**src/rtl/uart_rx.sv**
```systemverilog
// uart_rx: 8N1/8N2 receiver with valid/ready delivery,
// framing and overrun error pulses.
module uart_rx #(
  parameter int DATA_SIZE     = 8,
  parameter int BAUD_DIV_SIZE = 16
) (
  input  logic                     clk,
  input  logic                     rst_n,
  input  logic                     rx_pin_i,
  input  logic [BAUD_DIV_SIZE-1:0] baud_div_i,
  input  logic                     two_stop_bits,
  output logic [DATA_SIZE-1:0]     rx_data_o,
  output logic                     valid_o,
  input  logic                     ready_i,
  output logic                     frame_err_o,
  output logic                     overrun_o,
  output logic                     busy_o
);

  typedef enum logic [2:0] {
    IDLE,
    START,
    DATA,
    STOP,
    WAIT_HIGH
  } state_t;

  localparam logic [3:0] LAST_BIT = 4'(DATA_SIZE - 1);
  localparam logic [BAUD_DIV_SIZE-1:0] ONE = BAUD_DIV_SIZE'(1);

  state_t state;
  state_t state_nx;

  logic                     rx_meta;
  logic                     rx_s;
  logic [BAUD_DIV_SIZE-1:0] cnt;
  logic [BAUD_DIV_SIZE-1:0] div_q;
  logic                     two_q;
  logic                     stop2_q;
  logic [3:0]               bit_idx;
  logic [DATA_SIZE-1:0]     shift_q;
  logic                     ovr_q;
  logic                     start_det;
  logic                     sample_pulse;
  logic                     deliver;
  logic                     more_stop;

  assign start_det    = (state == IDLE) && !rx_s;
  assign sample_pulse = (state == START || state == DATA ||
                         state == STOP) && (cnt == ONE);
  assign more_stop    = two_q && !stop2_q;
  assign overrun_o    = ovr_q;

  // Two-flop synchronizer for the asynchronous line.
  always_ff @(posedge clk or negedge rst_n) begin
    if (!rst_n) begin
      rx_meta <= 1'b1;
      rx_s    <= 1'b1;
    end else begin
      rx_meta <= rx_pin_i;
      rx_s    <= rx_meta;
    end
  end

  // Bit timer; frame settings are frozen at start detection.
  always_ff @(posedge clk or negedge rst_n) begin
    if (!rst_n) begin
      cnt   <= '0;
      div_q <= '0;
      two_q <= 1'b0;
    end else if (start_det) begin
      cnt   <= baud_div_i >> 1;
      div_q <= baud_div_i;
      two_q <= two_stop_bits;
    end else if (sample_pulse) begin
      cnt <= div_q;
    end else if (cnt != '0) begin
      cnt <= cnt - ONE;
    end
  end

  // Shift register, bit index and second-stop tracking.
  always_ff @(posedge clk or negedge rst_n) begin
    if (!rst_n) begin
      shift_q <= '0;
      bit_idx <= '0;
      stop2_q <= 1'b0;
    end else if (sample_pulse) begin
      unique case (1'b1)
        state == START: begin
          bit_idx <= '0;
          stop2_q <= 1'b0;
        end
        state == DATA: begin
          shift_q <= {rx_s, shift_q[DATA_SIZE-1:1]};
          bit_idx <= bit_idx + 4'd1;
        end
        state == STOP: begin
          if (rx_s) stop2_q <= 1'b1;
        end
        default: ;
      endcase
    end
  end

  // State register.
  always_ff @(posedge clk or negedge rst_n) begin
    if (!rst_n) state <= IDLE;
    else        state <= state_nx;
  end

  // Next-state decode.
  always_comb begin
    state_nx = state;
    unique case (state)
      IDLE: begin
        if (!rx_s) state_nx = START;
      end
      START: begin
        if (sample_pulse) state_nx = rx_s ? IDLE : DATA;
      end
      DATA: begin
        if (sample_pulse && bit_idx == LAST_BIT) state_nx = STOP;
      end
      STOP: begin
        if (sample_pulse) begin
          if (!rx_s)          state_nx = WAIT_HIGH;
          else if (more_stop) state_nx = STOP;
          else                state_nx = IDLE;
        end
      end
      WAIT_HIGH: begin
        if (rx_s) state_nx = IDLE;
      end
      default: state_nx = IDLE;
    endcase
  end

  // Per-state outputs: error pulse, delivery strobe, busy.
  always_comb begin
    frame_err_o = 1'b0;
    deliver     = 1'b0;
    busy_o      = (state != IDLE);
    if (state == STOP && sample_pulse) begin
      frame_err_o = !rx_s;
      deliver     = rx_s && !more_stop;
    end
  end

  // Output holding register and valid/ready handshake.
  always_ff @(posedge clk or negedge rst_n) begin
    if (!rst_n) begin
      rx_data_o <= '0;
      valid_o   <= 1'b0;
      ovr_q     <= 1'b0;
    end else begin
      ovr_q <= 1'b0;
      if (deliver) begin
        if (!valid_o || ready_i) begin
          rx_data_o <= shift_q;
          valid_o   <= 1'b1;
        end else begin
          ovr_q <= 1'b1;
        end
      end else if (valid_o && ready_i) begin
        valid_o <= 1'b0;
      end
    end
  end

endmodule

```
**config.mk**
```make
export PLATFORM = sky130hd
export DESIGN_NAME = uart_rx
export DESIGN_NICKNAME = d
export VERILOG_FILES = /design/src/rtl/uart_rx.sv
export SDC_FILE = /design/constraint.sdc
export NUM_CORES = 1
export LEC_CHECK = 0
export CELL_PAD_IN_SITES_DETAIL_PLACEMENT = 1
export CELL_PAD_IN_SITES_GLOBAL_PLACEMENT = 2
export CORE_MARGIN = 2
export CORE_UTILIZATION = 30
export DETAILED_ROUTE_END_ITERATION = 8
export GPL_TIMING_DRIVEN = 0
export PLACE_DENSITY_LB_ADDON = 0.1
export SLEW_MARGIN = 40
export SYNTH_ARGS = -nofsm -noshare
export SYNTH_HDL_FRONTEND = slang
export SYNTH_SLANG_ARGS = --single-unit
```
**constraint.sdc**
```tcl
create_clock -name clk -period 2.9 [get_ports clk]
set_input_delay 0.58 -clock clk [delete_from_list [all_inputs] [get_ports clk]]
set_output_delay 0.58 -clock clk [all_outputs]
set_load 0.02 [all_outputs]
```
-- After elaboration in Yosys (flattened, before gate mapping)
Cells that the tools add are included.
- reductions and logical operators: 27
- mux-type cells: 22
- eq/ne operators: 13
- $add $sub $neg: 2
- operators with widths (operator ; count):
    16-bit 2-to-1 mux ; 3
    3-bit 2-to-1 mux ; 6
    16-bit by 1-bit equality test with 1-bit output (second input constant) ; 1
    16-bit nonzero test ; 1
    16-bit by 1-bit subtractor with 16-bit output (second input constant) ; 1
    3-bit one-hot mux with 5 select lines ; 1
    2-bit != test (second input constant) ; 5
    1-bit 2-to-1 mux ; 8
    4-bit one-hot mux with 2 select lines ; 1
    2-bit AND reduction ; 4
    1-bit logical AND ; 7
    3-bit by 2-bit equality test with 1-bit output (second input constant) ; 2
    2-bit nonzero test ; 3
    3-bit nonzero test ; 2
    5-bit AND reduction ; 1
    4-bit by 1-bit adder with 4-bit output (second input constant) ; 1
    4-bit by 3-bit equality test with 1-bit output (second input constant) ; 1
    1-bit zero test ; 4
    2-bit 2-to-1 mux ; 2
    2-bit by 1-bit != test with 1-bit output (second input constant) ; 2
    3-bit by 1-bit equality test with 1-bit output (second input constant) ; 1
    3-bit equality test (second input constant) ; 1
    3-bit zero test ; 1
    1-bit logical OR ; 3
    other kinds (2) ; 2
- bits in registers: 61
- word-level logic and storage cells: 76
- output and inout bits: 12

-- Longest topological paths before layout
Gate-level depths: netlist (run 1).
- depth in word-level cells: 8
- depth in mapped cells: 8
- gate-level depth less buffers: 7

-- Least setup slack after synthesis (run 1)
Ideal clock, no wire load.
- path kind: register to output
- start point: register cnt[12]
- end point: output frame_err_o
- stages on the path, launching flop included: 7
- data arrival time: 2.251 ns
- slack: 0.069 ns
- data required time: 2.320 ns
- path buffers: 2
- path through: dfrtp_1 -> nor4_2 -> nand4b_4 -> or2_1 -> buf_6 -> clkbuf_1 -> nor4_1
- cells in the longest elaborated chain, start to end: 4
- ends and longest elaborated chain (item ; RTL line ; RTL):
    from (decl) ; 36 ; logic [BAUD_DIV_SIZE-1:0] cnt;
    from (signal assigned) ; 72 ; cnt <= baud_div_i >> 1;
    from (signal assigned) ; 76 ; cnt <= div_q;
    from (signal assigned) ; 78 ; cnt <= cnt - ONE;
    16-bit by 1-bit equality test with 1-bit output ; 50 ; state == STOP) && (cnt == ONE);
    1-bit logical AND ; 50 ;
    1-bit logical AND ; 144 ; if (state == STOP && sample_pulse) begin
    1-bit 2-to-1 mux ; 144 ;
    to (decl) ; 15 ; output logic frame_err_o,
Every way passes these cells.

-- Final worst setup path (run 1)
- start point: register cnt[9]
- end point: output frame_err_o
Same word-level chain as after synthesis.

==> results of run 1 <==
==> cell usage after synthesis, drive strengths merged (2+ instances only) <==
library cell  number
a22o               2
a31oi              5
buf                3
clkbuf             6
dfrtp             59
dfstp              2
ha                 3
inv                6
mux2              17
mux2i              9
nand2             56
nand2b             3
nand3              5
nand4              3
nand4b             2
nor2              11
nor3               6
nor4               9
o21ai             22
o311ai             2
o31ai              3
or2                2
or3                2
xnor2             10
xor2               3
==> final cells by class <==
| type | count | area, sq um | share of cell area [%] |
|---|---|---|---|
| Sequential cell | 61 | 1529 | 41.52 |
| Multi-Input combinational cell | 191 | 1313 | 35.64 |
| Timing Repair Buffer | 38 | 370.4 | 10.06 |
| Tap cell | 129 | 161.4 | 4.383 |
| Clock buffer | 9 | 123.9 | 3.364 |
| Clock inverter | 7 | 123.9 | 3.364 |
| Buffer | 8 | 38.79 | 1.053 |
| Inverter | 6 | 22.52 | 0.6116 |
==> kinds of logic (layout without fill, tap and decap cells) <==
kind of cell / count (synthesis) / after routing
simple gates: 107 / 107
compound gates: 42 / 42
mux: 26 / 26
flops: 61 / 61
fa+ha+maj: 3 / 3
buf+inv: 15 / 68
xor+xnor: 13 / 13
==> through the flow <==
| step | util (%) | total power (W) | worst slack, ns |
|---|---|---|---|
| 2_1_floorplan | - | 0.001308 | 0.06938 |
| 3_3_place_gp | 36.13 | 0.001433 | -0.9596 |
| 3_5_place_dp | 36.45 | 0.001449 | -0.6070 |
| 4_1_cts | 39.70 | 0.002444 | 0.01022 |
| 5_1_grt | 39.85 | 0.002568 | 0.06694 |
| 6_report | 39.85 | 0.002427 | 0.1774 |
==> per-layer routing <==
metal,vias up,global-route usage [%]
li1,1042,-
met1,1108,21.94
met2,24,23.43
met3,10,3.313
met4,0,4.990
met5,-,0
==> timing repair <==
item	CTS	global route
setup endpoints to repair	1	1
resized for setup	8	1
setup buffers	3	2
pin swaps	2	2
==> worst max-delay path, delay by kind of cell, from the launching register on <==
| family | cells | cell delay, ns |
|---|---|---|
| buf+inv | 2 | 0.37 |
| simple gates | 4 | 0.98 |
| flops | 1 | 0.44 |
==> flip-flops by register name, indices dropped and copies added, names as in the netlist <==
register and cells:
cnt 16, div_q 16, rx_data_o 8, shift_q 8
bit_idx 4, state 3, overrun_o 1, rx_meta 1
rx_s 1, stop2_q 1, two_q 1, valid_o 1
==> power breakdown <==
part / switching [W] / total [W] / internal (W) / leakage, nW
clock network: 0.000371 / 0.000946 / 0.000575 / 0.120
registers: 0.000146 / 0.00109 / 0.000946 / 0.767
logic: 0.000186 / 0.000388 / 0.000202 / 0.785
total: 0.000703 / 0.00243 / 0.00172 / 1.67
==> path summary, 6_finish.rpt <==
check                                    endpoint  slack, ns  cells after the start
max                                   frame_err_o       0.18                      6
min                         div_q[12]$_DFFE_PN0P_       0.12                      1
max reg2reg                bit_idx[0]$_DFFE_PN0P_       0.43                      6
min reg2reg                        rx_s$_DFF_PN1_       0.36                      0
max in group asynchronous       rx_meta$_DFF_PN1_       2.20                      2
min in group clk                   rx_s$_DFF_PN1_       0.36                      0
==> metrics, run 1 <==
fin crit share=between 90% and 100%; crit path kind=flip-flop to output port; Post-Syn Area=0.002856 sq mm; adder-cell share of the synthesized area=under 10%; Initial DRC Count=48; clock-pin slew on the worst setup and hold paths=~0.070 ns; CTS tree=built; CTS Hold Bufs=0; Setup TNS=0 ns; Post-DP HPWL=4917 um; Synth top area share=51.69%; worst rel slew slack=46.67%; placed instance count=~430; vias after detailed routing=about 2200; Syn Area/Cell=10.70 sq um; initial core utilization=30.91%; vias in the first global route=about 2300; crit start category=flip-flop; antenna cell count=0; part of the Yosys area used for sequential elements=between 50% and 60%; Die H=between 100 and 150 um; Synth Net Count=slightly below 300; die area=slightly above 0.01 sq mm; min cycle time layout=2.723 ns; clk root buf=clkbuf_8; overall global routing resource usage=around 15%; Die X=101.6 um; largest net degree at the start of global routing=just over 40; routed wire length per instance=around 16 um; Slew Viols, Final=0; Floorplan Core Area=just over 0.009 sq mm; status=finished clean; IO Pins=33; Worst VDD drop=between 0.2 and 0.25 mV; CTS Buffer Depth=2; worst hold slack=around 0.12 ns; placed inst area=0.003368 sq mm; total CTS buffers=9; most common cell after layout, fill and taps aside=dfrtp_1; fillcell total=between 1000 and 1500; final net count=approximately 340; Least-Margin Pin Slew=about 0.8 ns; Crit Path Max Fanout=14; count of final setup violators=0; Synth Area in Compound Gates=a little under a tenth; row count=35; RR Startpoint=cnt[9]$_DFFE_PN0P_; share of layout cells above drive strength 1=between 10% and 20%; synthesized flop and latch total=61; DRC=0; slowest CP cell=dfrtp_1; Worst Path Arrival=around 2.1 ns; crit path capture type=output port; number of cells in the finished layout apart from fillers=about 450; final hold violations=0; DR vias/cell=a little under 5; Post-Synth Simple-Gate Area=between 20% and 30%; Synth Area in XOR/XNOR=under 10%; met2 wire length=about 3300 um; critical-path cell list=nor4_4 > nand4b_4 > or2_1 > buf_6 > nor4_2 > buf_2; Max-Cap Viols=0; ys async rst share=100.0%; min-delay worst type=input pin to async pin; DR pass1 iterations=4; CP peak stage delay=around 0.44 ns; most frequent cells in the layout=dfrtp_1, nand2_1, clkdlybuf4s50_1; post-route design area=around 0.0037 sq mm; Main synth FF type=dfrtp_1; P_leak=roughly 1.7 nW; biggest area consumer among synthesized cells=dfrtp_1; routed wl met3=169 um; Post-synth EDFFs=0; initial antenna violation count=0; Max Used Layer=met4; main combinational cell family by area after synthesis=simple AND/OR/NAND/NOR gates; mux cell area share after synthesis=9.855%; drt total wl=7136 um; first-pass GRT wire length=~12000 um; clk_lat worst skew=0.35 ns; Antenna Nets Post-Route=0; H-tree depth=3; cell area power density=about 660 mW/mm^2; largest cells by area after synthesis=dfrtp_1, nand2_1, mux2_2; Worst Skew=approximately 0.0099 ns; CTS Sinks=61; max frequency=about 370 MHz; WL met1=about 3600 um; Port Buffers=32; GRT Residual Overflow=0; yosys warns=0; Area Overhead vs Synth=28.91%; required time worst endpoint=2.32 ns; GP Congestion=between 0.7 and 0.8; launch point of the worst path=cnt[9]$_DFFE_PN0P_; RSZ-0062 raised after global routing=no; Gate Count Post-Synth=267; Cell variety after synth=between 40 and 50
Power figures use the tool's default switching activity.
==> inputs of run 2 (changes only) <==
--- a/config.mk
+++ b/config.mk
@@ -7,7 +7,6 @@
 export LEC_CHECK = 0
 export CELL_PAD_IN_SITES_DETAIL_PLACEMENT = 1
 export CELL_PAD_IN_SITES_GLOBAL_PLACEMENT = 2
-export CORE_MARGIN = 2
 export CORE_UTILIZATION = 30
 export DETAILED_ROUTE_END_ITERATION = 8
 export GPL_TIMING_DRIVEN = 0
==> constraint.sdc (replaced) <==
create_clock -name clk -period 2.9 [get_ports clk]
set_input_delay 0.435 -clock clk [delete_from_list [all_inputs] [get_ports clk]]
set_output_delay 0.435 -clock clk [all_outputs]
set_load 0.02 [all_outputs]
==> run 2 against run 1 <==
Compared with the run above:
- via count down 2.6%
- global-route usage is 0.88 points higher
- first-iteration DRC count rose to 2.5 times the previous value
- non-clock buffer count decreased by 2
- largest power group unchanged
==> metrics, run 2 (synthesis results as in run 1) <==
status=finished clean; Crit Path Max Fanout=14 (unchanged); drt total wl=7055 um (-1.1%); worst hold slack=0.3576 ns (+0.2355 ns); overall global routing resource usage=16.31% (+0.88 points); Die H=99.58 um (-2.0%); final hold violations=0 (unchanged); min-delay worst type=flip-flop to flip-flop; Initial DRC Count=120 (+150%); most common cell after layout, fill and taps aside=dfrtp_1; CTS Buffer Depth=2 (unchanged); most frequent cells in the layout=dfrtp_1, nand2_1, clkdlybuf4s50_1; post-route design area=0.003670 sq mm (-0.34%); P_leak=1.660 nW (-0.70%); clk_lat worst skew=0.35 ns (about the same); placed inst area=0.003368 sq mm (unchanged); worst rel slew slack=49.35% (+2.7 points); required time worst endpoint=2.47 ns (+0.15 ns); Worst Path Arrival=2.24 ns (+0.10 ns); clock-pin slew on the worst setup and hold paths=0.07 ns (about the same); IO Pins=33 (unchanged); total CTS buffers=9 (unchanged); row count=35 (unchanged); GRT Residual Overflow=0 (unchanged); DR vias/cell=4.761 (-2.1%); crit path capture type=output port; GP Congestion=0.7458 (+0.13%); DRC=0 (unchanged); CTS tree=built; Antenna Nets Post-Route=0 (unchanged); initial antenna violation count=0 (unchanged); Setup TNS=0 ns (unchanged); share of layout cells above drive strength 1=16.98% (-0.83 points); clk root buf=clkbuf_8; CP peak stage delay=0.43 ns (about the same); min cycle time layout=2.674 ns (-0.04838 ns); Worst Skew=0.01210 ns (+0.002161 ns); crit start category=flip-flop; antenna cell count=0 (unchanged); Area Overhead vs Synth=28.47%; vias after detailed routing=2128 (-2.6%); Max-Cap Viols=0 (unchanged); crit path kind=flip-flop to output port; initial core utilization=30.91% (unchanged); max frequency=373.9 MHz (+1.8%); Bufs and invs on worst path=3 (+1); Floorplan Core Area=0.009240 sq mm (unchanged); number of cells in the finished layout apart from fillers=447 (-0.45%); cell area power density=658.9 mW/mm^2 (about the same); first-pass GRT wire length=12100 um (-0.23%); total power=0.002418 W (-0.36%); Worst VDD drop=0.3056 mV (+29%); largest net degree at the start of global routing=41 (unchanged); DR pass1 iterations=4 (unchanged); Largest regs=cnt: 16 flops, div_q: 16 flops; die area=0.009916 sq mm (-3.9%); Post-DP HPWL=4833 um (-1.7%); Top delay family on crit path=simple AND/OR/NAND/NOR gates; slowest CP cell=dfrtp_1; Slew Viols, Final=0 (unchanged); Die X=99.58 um (-2.0%); count of final setup violators=0 (unchanged); CTS Sinks=61 (unchanged); final net count=337 (-0.59%); vias in the first global route=2303 (-0.95%); routed wire length per instance=15.78 um (-0.69%); Least-Margin Pin Slew=0.7570 ns (-0.04002 ns); critical-path cell list=inv_1 > ha_1 > o2111ai_4 > or2_1 > buf_6 > nor4_2 > clkbuf_2; fin crit share=92.21% (-1.7 points); H-tree depth=3 (unchanged); RSZ-0062 raised after global routing=no; Port Buffers=32 (unchanged); placed instance count=429 (unchanged)
[run 2: path summary, 6_finish.rpt]
kind	start	endpoint	slack, ns	cells after the start
max	cnt[1]$_DFFE_PN0P_	frame_err_o	0.23	7
min	rx_meta$_DFF_PN1_	rx_s$_DFF_PN1_	0.36	0
max reg2reg	cnt[12]$_DFFE_PN0P_	bit_idx[0]$_DFFE_PN0P_	0.46	6
min reg2reg	rx_meta$_DFF_PN1_	rx_s$_DFF_PN1_	0.36	0
max in group asynchronous	rst_n	rx_s$_DFF_PN1_	1.78	3
min in group asynchronous	rst_n	div_q[12]$_DFFE_PN0P_	0.52	2
[run 2: worst reg2reg max path, stage by stage, from the launching register on]
cell,delay [ns]
dfrtp_1,0.45
nor4_4,0.38
nand4b_4,0.13
buf_4,0.20
nor2_1,0.58
o21ai_0,0.27
mux2_2,0.32
[run 2: metrics by stage]
| stage | util [%] | worst slack, ns |
|---|---|---|
| after floorplan | - | 0.2144 |
| after detailed placement | 36.45 | -0.4626 |
| after global routing | 39.72 | 0.08024 |
| after CTS | 39.70 | 0.03965 |
| after global placement | 36.13 | -0.8388 |
| final | 39.72 | 0.2258 |
[run 2: area by class of cell]
class / count / area, sq um
plain buffers: 8 / 38.79
clock buffers: 9 / 123.9
clock inverters: 7 / 123.9
fillers: 1035 / 5570
inverters: 6 / 22.52
multi-input cells: 191 / 1313
flip-flops and latches: 61 / 1529
well taps: 129 / 161.4
repair buffers: 36 / 357.8
[run 2: per-layer routing]
layer  vias up  part of all wire (%)  global-route usage, %  routed length [um]
li1       1033                     -                      -                   -
met2        24                    43                  24.41                3068
met4         0                   2.2                  8.145                 152
met1      1059                    52                  22.67                3691
met5         -                     0                      0                   0
met3        12                   2.0                  2.952                 144
[run 2: what timing repair did]
action | 4_1_cts | 5_1_grt
setup endpoints to repair | 1 | 1
resized for setup | 5 | 3
endpoints found under the hold margin | 21 | 0
buffers inserted | 2 | 0
pin swaps | 2 | 0
hold buffers | 1 | 0
[run 2: power breakdown]
part           switching [W]  internal (W)
Combinational       0.000180      0.000187
Clock               0.000381      0.000575
Sequential          0.000149      0.000946
Total               0.000710       0.00171
==> inputs of run 3 (changes only) <==
--- a/config.mk
+++ b/config.mk
@@ -11,6 +11,7 @@
 export DETAILED_ROUTE_END_ITERATION = 8
 export GPL_TIMING_DRIVEN = 0
 export PLACE_DENSITY_LB_ADDON = 0.1
+export SKIP_LAST_GASP = 1
 export SLEW_MARGIN = 40
 export SYNTH_ARGS = -nofsm -noshare
 export SYNTH_HDL_FRONTEND = slang
==> constraint.sdc (replaced) <==
create_clock -name clk -period 2.25 [get_ports clk]
set_input_delay 0.3375 -clock clk [delete_from_list [all_inputs] [get_ports clk]]
set_output_delay 0.3375 -clock clk [all_outputs]
set_load 0.02 [all_outputs]
==> run 3 against run 2 <==
Compared with the run above:
- the run now ends with setup timing left
- global-route usage fell by 0.070 points
- sequential share of layout area shrank 1.4 points
- combinational power is 45% higher
- worst hold slack better by 0.00072 ns
- first-iteration DRC count shrank 26%
- setup slack worse by 0.30 ns
- cell count up 2.7%
- register-to-register slack got worse by 0.33 ns
- via count up 2.4%
- clock-buffer cell count is 1 higher
- clock power is 8% higher
- power is 24% higher
- critical path type unchanged
- critical endpoint unchanged
- largest cell class unchanged
- largest power group unchanged
==> metrics, run 3 (synthesis results as in run 1) <==
total power=0.002987 W (+24%); Crit Path Max Fanout=4 (-10); overall global routing resource usage=16.24% (-0.070 points); crit path capture type=output port; fillcell total=1032 (-0.29%); Switch Pwr=0.0009396 W (+32%); Least-Margin Pin Slew=0.6791 ns (-0.07795 ns); count of final setup violators=1 (+1); vias in the first global route=2329 (+1.1%); fin crit share=103.2%; DR pass1 iterations=4 (unchanged); GP Congestion=0.7302 (-2.1%); Worst VDD drop=0.3507 mV (+15%); min-delay worst type=flip-flop to flip-flop; IO Pins=33 (unchanged); dpl ws=-0.8298 ns (-0.3673 ns); antenna cell count=0 (unchanged); clock-pin slew on the worst setup and hold paths=0.08 ns (about the same); launch point of the worst path=cnt[10]$_DFFE_PN0P_; Clock Power Share=34.5% (-5.0 points); Antenna Nets Post-Route=0 (unchanged); required time worst endpoint=1.91 ns (-0.56 ns); max frequency=roughly 430 MHz; initial antenna violation count=0 (unchanged); Max-Cap Viols=0 (unchanged); crit start category=flip-flop; DRC=0 (unchanged); Port Buffers=32 (unchanged); die area=0.009916 sq mm (unchanged); cell area power density=785.3 mW/mm^2 (+19%); post-route design area=0.003804 sq mm (+3.6%); slack of the critical path=-0.07280 ns (-0.2986 ns); Largest regs=cnt: 16 flops, div_q: 16 flops; drt total wl=7193 um (+2.0%); H-tree depth=3 (unchanged); placed inst area=0.003387 sq mm (+0.56%); worst hold slack=0.3583 ns (+0.0007190 ns); switch share=31.46% (+2.1 points); DR vias/cell=4.749 (-0.23%); routed wire length per instance=15.67 um (-0.71%); share of layout cells above drive strength 1=22.42% (+5.4 points); first-pass GRT wire length=12170 um (+0.57%); Worst R2R Path Depth=7 (+1); GRT Residual Overflow=0 (unchanged); violated checks=setup timing; row count=35 (unchanged); most common cell after layout, fill and taps aside=dfrtp_1; largest net degree at the start of global routing=40 (-2.4%); Worst Skew=0.01296 ns (+0.0008667 ns); CTS tree=built; Slew Viols, Final=0 (unchanged); Worst R2R Setup Slack=0.13 ns (-0.33 ns); most frequent cells in the layout=dfrtp_1, nand2_1, clkdlybuf4s50_1; Flop pwr share=47.7% (+2.4 points); Initial DRC Count=89 (-26%); total CTS buffers=9 (unchanged); vias after detailed routing=2180 (+2.4%); Floorplan Core Area=0.009240 sq mm (unchanged); Die X=99.58 um (unchanged); P_leak=1.730 nW (+4.3%); CP endpoint=frame_err_o; Worst Path Arrival=1.99 ns (-0.25 ns); initial core utilization=30.91% (unchanged); clk_lat worst skew=0.35 ns (about the same); final hold violations=0 (unchanged); Area Overhead vs Synth=33.16%; worst rel slew slack=54.31% (+5.0 points); RSZ-0062 raised after global routing=yes; CTS Buffer Depth=2 (unchanged); Int Pwr=0.002047 W (+20%); combinational share of power=17.8% (+2.6 points); crit path kind=flip-flop to output port; CTS Sinks=61 (unchanged); RR Startpoint=cnt[10]$_DFFE_PN0P_; final net count=349 (+3.6%); Die H=99.58 um (unchanged); Reg-to-Reg End=cnt[11]$_DFFE_PN0P_; Setup TNS=-0.07280 ns (-0.07280 ns); status=finished with violations; clk root buf=clkbuf_8; min cycle time layout=2.323 ns; Post-DP HPWL=4792 um (-0.84%)
## run 3: worst min path at each step
stage,from,end,cells after the start
global route,rx_meta$_DFF_PN1_,rx_s$_DFF_PN1_,0
global placement,rx_meta$_DFF_PN1_,rx_s$_DFF_PN1_,0
CTS,rx_meta$_DFF_PN1_,rx_s$_DFF_PN1_,0
detailed placement,rst_n,div_q[12]$_DFFE_PN0P_,1
finish,rx_meta$_DFF_PN1_,rx_s$_DFF_PN1_,0
floorplan,rst_n,bit_idx[0]$_DFFE_PN0P_,0
## run 3: per-stage QoR
step	cells	utilization, %
5_1_grt	459	41.16
3_3_place_gp	428	36.29
3_5_place_dp	429	36.66
4_1_cts	456	40.69
6_report	459	41.16
2_1_floorplan	267	-
## run 3: what timing repair did
action,CTS,global route
gates resized for setup,19,7
setup endpoints to repair,51,31
setup buffers,10,5
hold buffers,1,0
endpoints found under the hold margin,22,0
pin swaps,6,4
cloned,0,0
## run 3: area by class of cell
cell class,instances,area (sq um),share of cell area (%)
clock buffers,10,137.6,3.618
repair buffers,49,474.2,12.47
flip-flops and latches,61,1531,40.26
well taps,129,161.4,4.243
inverters,6,22.52,0.5921
plain buffers,7,56.30,1.480
clock inverters,6,71.32,1.875
multi-input cells,191,1349,35.46
## run 3: worst max-delay path: stages (launching register included)
cell       delay (ns)
dfrtp_2          0.44
nor4_4           0.35
nand4b_4         0.14
or2_4            0.26
clkbuf_16        0.15
nor4_4           0.13
buf_4            0.18
## run 3: power by group through the flow
stage	Sequential [W]	Clock [W]	Combinational, W
3_5_place_dp	0.00141	0	0.000459
2_1_floorplan	0.00137	0	0.000318
3_3_place_gp	0.00140	0	0.000442
5_1_grt	0.00145	0.00110	0.000609
4_1_cts	0.00141	0.00107	0.000535
6_report	0.00142	0.00103	0.000533
## run 3: per-layer routing
layer,GRT usage (%),wire (um)
met5,0,0
met4,5.769,78
met3,3.725,209
met2,24.73,3208
met1,22.63,3696
==> patch (settings of run 1) <==
One comparison of `bit_idx` changes from == to >=.
--- a/src/rtl/uart_rx.sv
+++ b/src/rtl/uart_rx.sv
@@ -120,7 +120,7 @@
         if (sample_pulse) state_nx = rx_s ? IDLE : DATA;
       end
       DATA: begin
-        if (sample_pulse && bit_idx == LAST_BIT) state_nx = STOP;
+        if (sample_pulse && bit_idx >= LAST_BIT) state_nx = STOP;
       end
       STOP: begin
         if (sample_pulse) begin
Behaviour: same outputs for any inputs over 10 cycles, from zero or initial values and one cycle with rst_n low; that may be too few to reach the edited logic, so the function may still have changed.
==> patch against run 1 <==
  * Area after synthesis grew 3.5%
  * Clock power shrank 26%
  * Final area grew 0.85%
  * Power shrank 6.7%
  * Sequential cell count is the same
  * Critical path type unchanged
  * Wire length grew 1.8%
  * Worst setup slack lost 24 ps
  * Count of clock-buffer cells in the layout is the same
  * Global-route usage shrank 0.25 points
  * First-iteration DRC count shrank 8.3%
==> patch: results (changes against run 1) <==
status finished, final reports clean (unchanged); clk_skew 13.63 ps (was 9.936 ps); maximum fanout along the worst path 10 (was 14); slew margin rel. 51.30% (was 46.67%); r2r setup slk 480 ps (was 430 ps); Area contributors post-synth dfrtp_1, nand2_1, mux2_2 (unchanged); antenna violations before repair 0 (unchanged); Yosys cell types 49 (unchanged); via count 2234 (was 2184); Largest stage delay, worst path 390 ps (was 440 ps); DP HPWL 5.088 mm (was 4.917 mm); r2r startpoint rx_s (was cnt[9]); Iteration-0 DRC Markers 44 (was 48); net count after synthesis 304 (was 291); Layout Nets 352 (was 339); crit path from cnt[1] (was cnt[9]); top post-synthesis cells by count nand2_1, dfrtp_1, o21ai_0 (was dfrtp_1, nand2_1, o21ai_0); routability cong. 0.7235 (was 0.7448); fillers 1085 (was 1037); largest delay contributor family on the critical path simple AND/OR/NAND/NOR gates (unchanged); GRT Overall Usage 15.18% (was 15.43%); first-pass GRT wire length 12.08 mm (was 12.13 mm); share of layout cells above drive strength 1 19.22% (was 17.81%); LEAKAGE 0.001691 uW (was 0.001671 uW); Placed Instance Area 0.003470 mm^2 (was 0.003368 mm^2); worst vdd ir 233.4 uV (was 236.3 uV); vias in the first global route 2319 (was 2325); Routed WL per cell 15.58 um (was 15.89 um)
[patch: cell count changes in the layout (fill, tap and decap cells not counted), sizes merged, moves of 3 or more]
cell | run 1 | this run
a21oi | 1 | 6
nor4 | 9 | 6
xnor2 | 10 | 13
a31oi | 5 | 0
nor3 | 6 | 9
mux2i | 9 | 12
nand2b | 3 | 6
bufinv | 3 | 0
buf | 11 | 15
nand2 | 56 | 61
[patch: report_power, final]
part           internal (uW)  switching, uW  total, uW
Clock                    314            384        699
Sequential               957            137       1090
Combinational            245            225        470
Total                   1520            747       2260
[patch: what timing repair did]
action,4_1_cts,5_1_grt
buffers inserted,3,1
endpoints found under the hold margin,0,0
endpoints found under the setup margin,1,1
pin swaps,1,3
resized for setup,12,3
[patch: area by class of cell]
| type | count | share of cell area (%) |
|---|---|---|
| flip-flops and latches | 61 | 41.17 |
| multi-input cells | 202 | 36.99 |
| repair buffers | 37 | 9.838 |
| well taps | 133 | 4.481 |
| clock buffers | 9 | 3.336 |
| plain buffers | 13 | 2.426 |
| clock inverters | 7 | 1.348 |
| inverters | 4 | 0.4043 |
[patch: per-layer routing]
layer | global-route usage [%] | part of all wire (%) | vias to the layer above
met1 | 20.15 | 48 | 1114
met4 | 6.174 | 1.8 | 0
met3 | 3.024 | 2.8 | 12
met5 | 0 | 0 | -
li1 | - | - | 1071
met2 | 24.38 | 48 | 37
[patch: worst reg2reg max path: cells and delay by family, from the launching register on]
family	cells	cell delay (ps)
flip-flops	1	510
multiplexers	1	400
AND/OR/NAND/NOR	4	1180
buffers and inverters	1	210
[patch: metrics by stage]
stage / utilization, % / std cells / hold slack [ps] / setup slack (ps)
2_1_floorplan: - / 280 / 284.4 / 57.06
3_3_place_gp: 35.56 / 445 / 347.9 / -961.3
3_5_place_dp: 35.83 / 446 / 347.2 / -433.7
4_1_cts: 38.14 / 465 / 176.9 / 16.27
5_1_grt: 38.35 / 466 / 194.6 / 8.539
6_report: 38.35 / 466 / 180.5 / 153.9
[patch: logic make-up (layout without fill, tap and decap cells)]
family	Yosys count	in the layout	synth area share, %
DFF	61	61	51.71
AOI/OAI and AO/OA	44	44	9.184
adders and majority gates	3	3	1.270
xor gates and xnor gates	14	14	4.147
buffers and inverters	17	70	3.343
muxes	28	28	10.16
and+or+nand+nor	113	113	20.19
[patch: worst paths after layout]
check,end,depth (start not counted)
max reg2reg,rx_data_o[7],6
max,frame_err_o,9
min in group clk,rx_s,0
max in group asynchronous,rx_meta,2
min,state[1],1
min reg2reg,rx_s,0
